### src/rtl/instr_mix_profiler.sv
// Passive instruction-mix profiler: classifies each instruction once on decode entry
// and keeps saturating per-class counters plus the PC of the first illegal encoding.
module instr_mix_profiler #(
  parameter int          CNT_W        = 32,
  parameter logic [2:0]  DECODE_STATE = 3'b001
) (
  input  logic             clk,
  input  logic             rst,
  input  logic             en,
  input  logic             clr,
  input  logic [2:0]       state,
  input  logic [31:0]      instr,
  input  logic [31:0]      pc,
  input  logic [2:0]       sel,
  output logic [CNT_W-1:0] rd_data,
  output logic             illegal_seen
);

  localparam logic [2:0] C_BR    = 3'd0;
  localparam logic [2:0] C_LD    = 3'd1;
  localparam logic [2:0] C_ST    = 3'd2;
  localparam logic [2:0] C_IMM   = 3'd3;
  localparam logic [2:0] C_REG   = 3'd4;
  localparam logic [2:0] C_ILL   = 3'd5;
  localparam int         N_CNT   = 7;

  logic [CNT_W-1:0] r_cnt [N_CNT];
  logic [31:0]      r_illegal_pc;
  logic             r_illegal_seen;
  logic             r_in_dec;
  logic [CNT_W-1:0] r_rd_data;

  logic [6:0]       w_op;
  logic [2:0]       w_f3;
  logic [6:0]       w_f7;
  logic [2:0]       w_cls;
  logic             w_in_dec;
  logic             w_event;
  logic [6:0]       w_hit;
  logic [CNT_W-1:0] w_pc_rd;
  logic [CNT_W-1:0] w_mux;

  assign w_op     = instr[6:0];
  assign w_f3     = instr[14:12];
  assign w_f7     = instr[31:25];
  assign w_in_dec = (state == DECODE_STATE);
  assign w_event  = w_in_dec & ~r_in_dec & en;

  always_comb begin
    w_cls = C_ILL;
    case (w_op)
      7'b1100011: if (w_f3 == 3'b000) w_cls = C_BR;
      7'b0000011: if (w_f3 == 3'b010) w_cls = C_LD;
      7'b0100011: if (w_f3 == 3'b010) w_cls = C_ST;
      7'b0010011: begin
        case (w_f3)
          3'b001:  if (w_f7 == 7'b0000000) w_cls = C_IMM;
          3'b101:  if (w_f7 == 7'b0000000 || w_f7 == 7'b0100000) w_cls = C_IMM;
          default: w_cls = C_IMM;
        endcase
      end
      7'b0110011: begin
        if (w_f3 == 3'b000 || w_f3 == 3'b101) begin
          if (w_f7 == 7'b0000000 || w_f7 == 7'b0100000) w_cls = C_REG;
        end else if (w_f7 == 7'b0000000) begin
          w_cls = C_REG;
        end
      end
      default: w_cls = C_ILL;
    endcase
  end

  // Bit 6 is TOTAL; it moves with whichever class counter fires.
  always_comb begin
    w_hit = 7'd0;
    if (w_event) w_hit = 7'b1000000 | (7'd1 << w_cls);
  end

  generate
    if (CNT_W > 32) begin : g_pc_wide
      assign w_pc_rd = {{(CNT_W-32){1'b0}}, r_illegal_pc};
    end else if (CNT_W == 32) begin : g_pc_eq
      assign w_pc_rd = r_illegal_pc;
    end else begin : g_pc_narrow
      assign w_pc_rd = r_illegal_pc[CNT_W-1:0];
    end
  endgenerate

  always_comb begin
    w_mux = '0;
    case (sel)
      3'd7:    w_mux = w_pc_rd;
      default: w_mux = r_cnt[sel];
    endcase
  end

  always_ff @(posedge clk or posedge rst) begin
    if (rst) begin
      r_in_dec  <= 1'b1;
      r_rd_data <= '0;
    end else begin
      r_in_dec  <= w_in_dec;
      r_rd_data <= w_mux;
    end
  end

  always_ff @(posedge clk or posedge rst) begin
    if (rst) begin
      for (int i = 0; i < N_CNT; i++) r_cnt[i] <= '0;
      r_illegal_pc   <= '0;
      r_illegal_seen <= 1'b0;
    end else if (clr) begin
      for (int i = 0; i < N_CNT; i++) r_cnt[i] <= '0;
      r_illegal_pc   <= '0;
      r_illegal_seen <= 1'b0;
    end else begin
      for (int i = 0; i < N_CNT; i++) begin
        if (w_hit[i] && (r_cnt[i] != {CNT_W{1'b1}})) r_cnt[i] <= r_cnt[i] + CNT_W'(1);
      end
      // Only the first illegal encoding since reset/clear records its PC.
      if (w_event && (w_cls == C_ILL) && !r_illegal_seen) begin
        r_illegal_pc   <= pc;
        r_illegal_seen <= 1'b1;
      end
    end
  end

  assign rd_data      = r_rd_data;
  assign illegal_seen = r_illegal_seen;

endmodule

### config.mk
export PLATFORM = sky130hd
export DESIGN_NAME = instr_mix_profiler
export DESIGN_NICKNAME = d
export VERILOG_FILES = /design/src/rtl/instr_mix_profiler.sv
export SDC_FILE = /design/constraint.sdc
export NUM_CORES = 1
export LEC_CHECK = 0
export CORE_UTILIZATION = 54
export DETAILED_ROUTE_END_ITERATION = 16
export PLACE_DENSITY = 0.85
export SKIP_CTS_REPAIR_TIMING = 1
export SLEW_MARGIN = 0
export SYNTH_ARGS = -nofsm -noshare
export SYNTH_HDL_FRONTEND = slang
export SYNTH_SLANG_ARGS = --single-unit
### constraint.sdc
create_clock -name clk -period 22.2 [get_ports clk]
set_clock_uncertainty 0.2 [all_clocks]
set_input_delay 3.33 -clock clk [delete_from_list [all_inputs] [get_ports clk]]
set_output_delay 3.33 -clock clk [all_outputs]
set_load 0.03 [all_outputs]
# Word level (Yosys, flattened, before mapping)

Cells that the tools add are included.

Register bits after elaboration: 290
Input bits: 74
Output and inout bits: 33
Word-level logic and storage cells: 92

Add/subtract/negate cells: 7
Magnitude comparators: 1
Equal/unequal tests: 19
Shifts and indexed selects: 1
Mux-type cells: 27
Bitwise logic cells: 4
Reduce and logical (&&, ||, !) cells: 22

Operators with widths:

| operator                | count |
|---|---|
| $mux W32                | 12 |
| $add A32 B1 Y32 const B | 7 |
| $mux W224               | 1 |
| $ne A32 B32 Y1 const B  | 7 |
| $bmux W32 S3            | 1 |
| $eq A7 B6 Y1 const B    | 3 |
| $mux W3                 | 6 |
| $reduce_bool A2 Y1      | 8 |
| $pmux W3 S5             | 1 |
| $eq A3 B3 Y1 const B    | 3 |
| $logic_and A1 B1 Y1     | 9 |
| $eq A7 B2 Y1 const B    | 1 |
| $eq A7 B5 Y1 const B    | 1 |
| $eq A7 B7 Y1 const B    | 1 |
| $logic_not A7 Y1        | 1 |
| $mux W7                 | 1 |
| $eq A3 B1 Y1 const B    | 2 |
| $pmux W3 S2             | 1 |
| $shl A1 B3 Y6 const A   | 1 |
| $ge A4 B4 Y1 const B    | 1 |
| $mux W1                 | 4 |
| $not A3 Y4              | 1 |
| $eq A3 B2 Y1 const B    | 1 |
| $logic_not A3 Y1        | 1 |
| other kinds (4)         | 6 |

# Depth between registers and ports, before layout

Gate-level depths: netlist (run 1).

Depth in word-level cells: 10
Mapped depth: 9
Depth with buffers taken out: 7

# Worst setup path before layout (run 1)

Ideal clock, no wire load.

Path type: input-to-reg
From: in instr[26]
To: reg r_cnt[33] in the netlist's numbering
Library setup time: 0.132 ns
Arrival: 5.351 ns
Data required time: 21.868 ns
Setup slack: 16.517 ns
Stages on the path: 8
Buffers on the path: 2
Path through: or4_4 > o41a_4 > o221a_2 > nand3_1 > buf_4 > buf_4 > mux2i_1 > nor2_1

Longest elaborated chain between the ends: 9
Elaborated cells between the ends (all ways): 14
Classes of those cells: eq/ne (1); shift (1); mux (8); reduce/logical (4)

RTL lines:

| what                                             | RTL line   | source |
|---|---|---|
| from (decl)                                      | 12         | `input logic [31:0] instr,` |
| $eq A7 B6 Y1 or $logic_not A7 Y1 (tied branches) | 58, 64, 57 |  |
| $logic_or A1 B1 Y1                               | 58, 64     |  |
| $mux W3 or $mux W1 (tied branches)               | 58, 64     |  |
| $pmux W3 S2 or $mux W3 (tied branches)           | 56, 63     |  |
| $pmux W3 S5 (*)                                  | 51         | `case (w_op)` |
| $shl A1 B3 Y6 (*)                                | 76         | `if (w_event) w_hit = 7'b1000000 \| (7'd1 << w_cls);` |
| $mux W7 (*)                                      | 76         |  |
| $logic_and A1 B1 Y1 (*)                          | 118        | `if (w_hit[i] && (r_cnt[i] != {CNT_W{1'b1}})) r_cnt[i] <= r_cnt[i] + CNT_W'(1);` |
| $reduce_bool A2 Y1 (no line) (*)                 | n/a        |  |
| to (decl)                                        | 27         | `logic [CNT_W-1:0] r_cnt [N_CNT];` |

Mark *: on every way between the ends. The rest lies on a longest branch, timed or not.
A chain may end at the register's enable or synchronous reset.

# Worst setup path in the final report (run 1)

From: in instr[6]
To: reg r_cnt[51] in the netlist's numbering

Longest elaborated chain between the ends: 6
Elaborated cells between the ends (all ways): 10
Classes of those cells: eq/ne (5); shift (1); mux (2); reduce/logical (2)

RTL lines:

| what                                       | RTL line |
|---|---|
| $eq A7 B6 Y1, or another cell as far along | 51 |
| $pmux W3 S5 (*)                            | 51 |
| $shl A1 B3 Y6 (*)                          | 76 |
| $mux W7 (*)                                | 76 |
| $logic_and A1 B1 Y1 (*)                    | 118 |
| $reduce_bool A2 Y1 (no line) (*)           | n/a |

Marks and branches as above.

==> impl_metrics.toml, run 1 <==
[status]
outcome = "complete, no violations"

[place]
dp_slack_ns = 15.08
port_buffers = 91
dp_cells = 2097
dp_hpwl_um = 33600
placed_cell_area_um2 = 17800
routabilityCongestion = 0.954

[sta]
hold_viol_final = 0
fmax_ghz = 0.148
finalSetupViolCount = 0
finalCritPeriodShare_pct = 30.4
slew_headroom_pct = 12.3
layout_min_cycle_time_ns = 6.74
hold_slack_ns = 0.369
layout_setup_ws_ns = 15.46
worst_pin_slew_ns = 1.30
maxSlewViolCount = 0
fin_tns_setup_ns = 0
rsz0062_at_grt = "false"

[run]
maxCapViolCount = 0

[clocking]
cts.sinks = 290
cts_buffers = 31
ctsLongestPathBuffers = 3
cts-root-buf = "clkbuf_16"
cts_max_level = 1
cts_tree = "built"
clkTransAtPathRegs_ns = 0.06
clkLatencyLatePin_ns = 0.60

[final_layout]
seqCellArea_um2 = 7260
syn_to_final_growth_pct = 13.9
fin_util_pct = 63.2
multi_input_area_um2 = 8850
drive_gt1_share_pct = 12.0
fin_cells = 2154
fillers = 2259
final_area_um2 = 18900
diodes = 0
final_nets = 1821

[yosys]
async_flop_share_pct = 100
synth_top_area_share_pct = 43.7
avgSynthCellArea_um2 = 9.81
yosysTopAreaCell = "dfrtp_1"
yosys_warnings = 0
synth_edf_count = 0
synth_ff_type = "dfrtp_1"
synthTopCellsByCount = "dfrtp_1, nor2_1, a21oi_1"
netlist_area_um2 = 16600
syn-num-nets = 1769
yosys.cell_types.count = 69
synth_most_common_cell = "dfrtp_1"
yosys-top-cells-area = "dfrtp_1, mux4_2, a21oi_1, nor2_1, o21ai_0"
ys_ff_latch = 290
yosysSeqAreaShare_pct = 43.8
syn_inst = 1688

[floorplan]
io_pins = 107
die_h_um = 177
die_x_um = 177
rows = 63
start_util_pct = 55.4
die_area_um2 = 31400
core_um2 = 29900

[worst_setup_path]
cp.arrival_ns = 7.06
required_ns = 22.52
cp-end-kind = "flip-flop"
worstPathMaxFanout = 24
worst_setup_path_start_kind = "primary input"
critical_path_class = "primary input to flip-flop"

[global_routing]
grt_overflow = 0
grt_pass1_wl_um = 77700
grt_start_max_net_pins = 197
antenna_found_initial = 0
grtUsageTotal_pct = 31.7
first_global_vias = 14400

[power]
power_frac_clock_pct = 48.9
power_mw = 1.15
seq_power_share_pct = 46.4
ir_worst_vdd_v = 0.0000633
p_int_uw = 887
swShare_pct = 22.6
p_leak_nw = 7.21
combPwrFrac_pct = 4.7
power.switching_uw = 259
powerDensity_nw_per_um2 = 60.7

[drt]
wire_per_inst_um = 22.5
drt-met1-wl_um = 18300
met2WireLength_um = 22100
wirelength_um = 48500
vias = 14800
drt_iter0_markers = 2258
postRouteAntennaNets = 0
drc = 0
dr.pass1.iters = 6
avgViaCountPerCell = 6.89
wl_met3_um = 5420
dr.max_layer_used = "met4"

[hold_path]
hp-class = "flip-flop to flip-flop"
==> routing by layer <==
layer | vias to the layer above | GRT usage, %
li1 | 6450 | -
met1 | 7255 | 43.1
met2 | 953 | 48.8
met3 | 174 | 6.38
met4 | 0 | 15.3
met5 | - | 0
==> cells by family (layout without fill, tap and decap cells) <==
| group | after synthesis | count (layout) | share of synthesized area (%) |
|---|---|---|---|
| xor+xnor | 92 | 92 | 4.86 |
| simple gates | 758 | 758 | 24.7 |
| fa+ha+maj | 7 | 7 | 0.529 |
| compound gates | 310 | 310 | 11.2 |
| flops | 290 | 290 | 43.8 |
| buf+inv | 117 | 193 | 2.76 |
| mux | 114 | 114 | 12.1 |
==> state kept, by name (all words and copies together) (netlist names) <==
name          cells
r_cnt           224
r_illegal_pc     32
rd_data          32
illegal_seen      1
r_in_dec          1
==> critical path, cell delays in order <==
cell	delay, ns
clkdlybuf4s50_1	0.62
nor2b_1	0.13
o311a_1	0.38
o2111ai_2	0.74
nand3_1	0.94
or4_1	0.76
a21oi_1	0.15
==> area by class of cell <==
type	instances	share of cell area, %
clock buffer	48	4.98
clock inverter	9	0.882
inverter	27	0.577
multi-input combinational	1281	46.9
sequential	290	38.5
tap	390	2.59
timing repair buffer	109	5.59
==> power by group through the flow <==
stage          clock, mW  combinational (mW)  sequential [mW]
2_1_floorplan          0              0.0328            0.541
3_3_place_gp           0              0.0535            0.541
3_5_place_dp           0              0.0544            0.541
4_1_cts            0.561              0.0548            0.531
5_1_grt            0.582              0.0598            0.531
6_report           0.560              0.0542            0.532
==> cell usage in the layout, fill, tap and decap left out, types with 5 or more instances in the layout <==
cell,n
a21oi_1,133
and2_1,15
and3_1,31
and4_1,24
buf_4,18
clkbuf_1,7
clkbuf_16,31
clkbuf_8,11
clkdlybuf4s50_1,88
dfrtp_1,289
ha_1,7
inv_1,25
mux2_2,45
mux2i_1,5
mux4_2,64
nand2_1,126
nand3_1,103
nand4_1,83
nor2_1,148
nor2b_1,20
nor3_1,39
nor3b_1,5
nor4_1,27
o211ai_1,6
o21ai_0,104
o311ai_0,7
o31ai_1,27
or2_2,6
or3_1,69
or4_1,38
xnor2_1,37
xor2_1,55
==> final timing paths <==
check	from	end	slack (ns)	cells past startpoint
hold / removal	r_illegal_pc[8]	r_illegal_pc[8]	0.37	2
min in group asynchronous	rst	rd_data[26]	3.05	2
hold reg to reg	r_illegal_pc[8]	r_illegal_pc[8]	0.37	2
max in group asynchronous	rst	r_cnt[202]	17.20	3
setup reg to reg	r_in_dec	r_cnt[51]	18.74	6
setup / recovery	instr[6]	r_cnt[51]	15.46	7
Note: power is estimated with default switching activity, not from simulation.
==> run 2, diff against run 1 <==
==> constraint.sdc (replaced) <==
create_clock -name clk -period 6.9 [get_ports clk]
set_clock_uncertainty 0.2 [all_clocks]
set_input_delay 1.035 -clock clk [delete_from_list [all_inputs] [get_ports clk]]
set_output_delay 1.035 -clock clk [all_outputs]
set_load 0.03 [all_outputs]
==> impl_metrics.toml, run 2 (synthesis results as in run 1) <==
[status]
outcome = "complete, no violations"

[final_layout]
layout_common_cells = "dfrtp_1, nor2_1, a21oi_1, nand2_1, o21ai_0"
seqCellArea_um2 = 7260
final_nets = 1825
diodes = 0
layout_commonest_cell = "dfrtp_1"
fillers = 2290
largest_register_ffs = 224
max_flop_register = "r_cnt"
multi_input_area_um2 = 8850
drive_gt1_share_pct = 12.1
syn_to_final_growth_pct = 14.6

[global_routing]
grt_pass1_wl_um = 78100
antenna_found_initial = 0
grtUsageTotal_pct = 32.1
grt_start_max_net_pins = 145
first_global_vias = 14200
grt_overflow = 0

[clocking]
ctsLongestPathBuffers = 3
clkLatencyLatePin_ns = 0.53
cts_max_level = 2
cts_buffers = 34
cts_tree = "built"
clkTransAtPathRegs_ns = 0.06
cts-root-buf = "clkbuf_16"
cts.sinks = 290

[power]
powerDensity_nw_per_um2 = 202
p_leak_nw = 7.25
ir_worst_vdd_v = 0.000146

[sta]
hold_viol_final = 0
finalCritPeriodShare_pct = 63.6
finalSetupViolCount = 0
fmax_ghz = 0.228
fin_tns_setup_ns = 0
layout_min_cycle_time_ns = 4.39
maxSlewViolCount = 0
rsz0062_at_grt = "false"
hold_slack_ns = 0.347
worst_pin_slew_ns = 1.29
slew_headroom_pct = 13.6

[drt]
drc = 0
vias = 14800
dr.max_layer_used = "met4"
avgViaCountPerCell = 6.86
drt-met1-wl_um = 18700
postRouteAntennaNets = 0
drt_iter0_markers = 2022
wirelength_um = 48800
wire_per_inst_um = 22.6
met2WireLength_um = 22300
wl_met3_um = 5250
dr.pass1.iters = 6

[place]
routabilityCongestion = 0.995
port_buffers = 91
dp_hpwl_um = 33700

[worst_setup_path]
required_ns = 7.15
cp.arrival_ns = 4.63
worstPathMaxFanout = 24
reg2reg_setup_slack_ns = 3.35
critical_path_class = "primary input to flip-flop"
worst_setup_path_start_kind = "primary input"
cp-end-kind = "flip-flop"
slowest_delay_ns = 0.92
critical_path.cell_chain = "clkdlybuf4s50_1 > nor2b_1 > o311a_1 > o2111ai_2 > nand3_1 > or4_1 > a21oi_1"
cp_slowest_cell = "nand3_1"

[run]
maxCapViolCount = 0

[floorplan]
die_x_um = 177
die_area_um2 = 31400
io_pins = 107
die_h_um = 177
rows = 63
start_util_pct = 55.4
core_um2 = 29900

[hold_path]
hp-class = "flip-flop to flip-flop"
-- run 2: changes by cell type in the layout (fill, tap and decap cells not counted) --
cell,before,now
bufinv_16,4,5
inv_6,0,1
clkbuf_16,31,35
clkinv_2,3,1
clkinvlp_4,0,1
inv_8,2,0
inv_16,1,0
clkbuf_1,7,9
buf_4,18,19
-- run 2: layout make-up --
cell class | instances | share of cell area (%)
Inverter | 27 | 0.554
Tap cell | 390 | 2.57
Clock buffer | 54 | 5.52
Sequential cell | 290 | 38.2
Multi-Input combinational cell | 1281 | 46.7
Clock inverter | 7 | 0.864
Timing Repair Buffer | 110 | 5.60
-- run 2: worst paths after layout --
| path | from | end | cells after the start |
|---|---|---|---|
| hold reg to reg | r_illegal_pc[3] | r_illegal_pc[3] | 2 |
| setup reg to reg | r_cnt[192] | r_cnt[209] | 7 |
| setup / recovery | instr[6] | r_cnt[51] | 7 |
| hold / removal | r_illegal_pc[3] | r_illegal_pc[3] | 2 |
| min in group asynchronous | rst | rd_data[12] | 2 |
| max in group asynchronous | rst | r_cnt[195] | 3 |
-- run 2: critical path, delay by kind of cell --
family                 cells  cell delay (ns)
buffers and inverters      1             0.61
and+or+nand+nor            3             1.81
AOI/OAI and AO/OA          3             1.16
-- run 2: metal layers --
| layer | vias to the layer above | GRT usage (%) |
|---|---|---|
| met3 | 187 | 6.19 |
| met2 | 984 | 49.7 |
| li1 | 6446 | - |
| met5 | - | 0 |
| met4 | 0 | 15.9 |
| met1 | 7200 | 43.3 |
-- run 2: stage by stage --
stage | utilization [%] | instance area [um^2] | instances | total power, mW | setup slack [ns]
global placement | 59.5 | 17800 | 2098 | 1.91 | 2.24
floorplan | - | 16600 | 1688 | 1.85 | 1.82
detailed placement | 59.5 | 17800 | 2098 | 1.92 | 2.14
global route | 63.5 | 19000 | 2159 | 3.92 | 2.40
CTS | 63.5 | 19000 | 2159 | 3.84 | 2.61
finish | 63.5 | 19000 | 2159 | 3.84 | 2.51
-- run 2: where the power goes --
| part | switching, mW | internal [mW] | leakage, nW |
|---|---|---|---|
| clock | 0.725 | 1.23 | 0.593 |
| sequential | 0.00415 | 1.71 | 4.05 |
| combinational | 0.114 | 0.0626 | 2.61 |
| total | 0.843 | 3.00 | 7.25 |
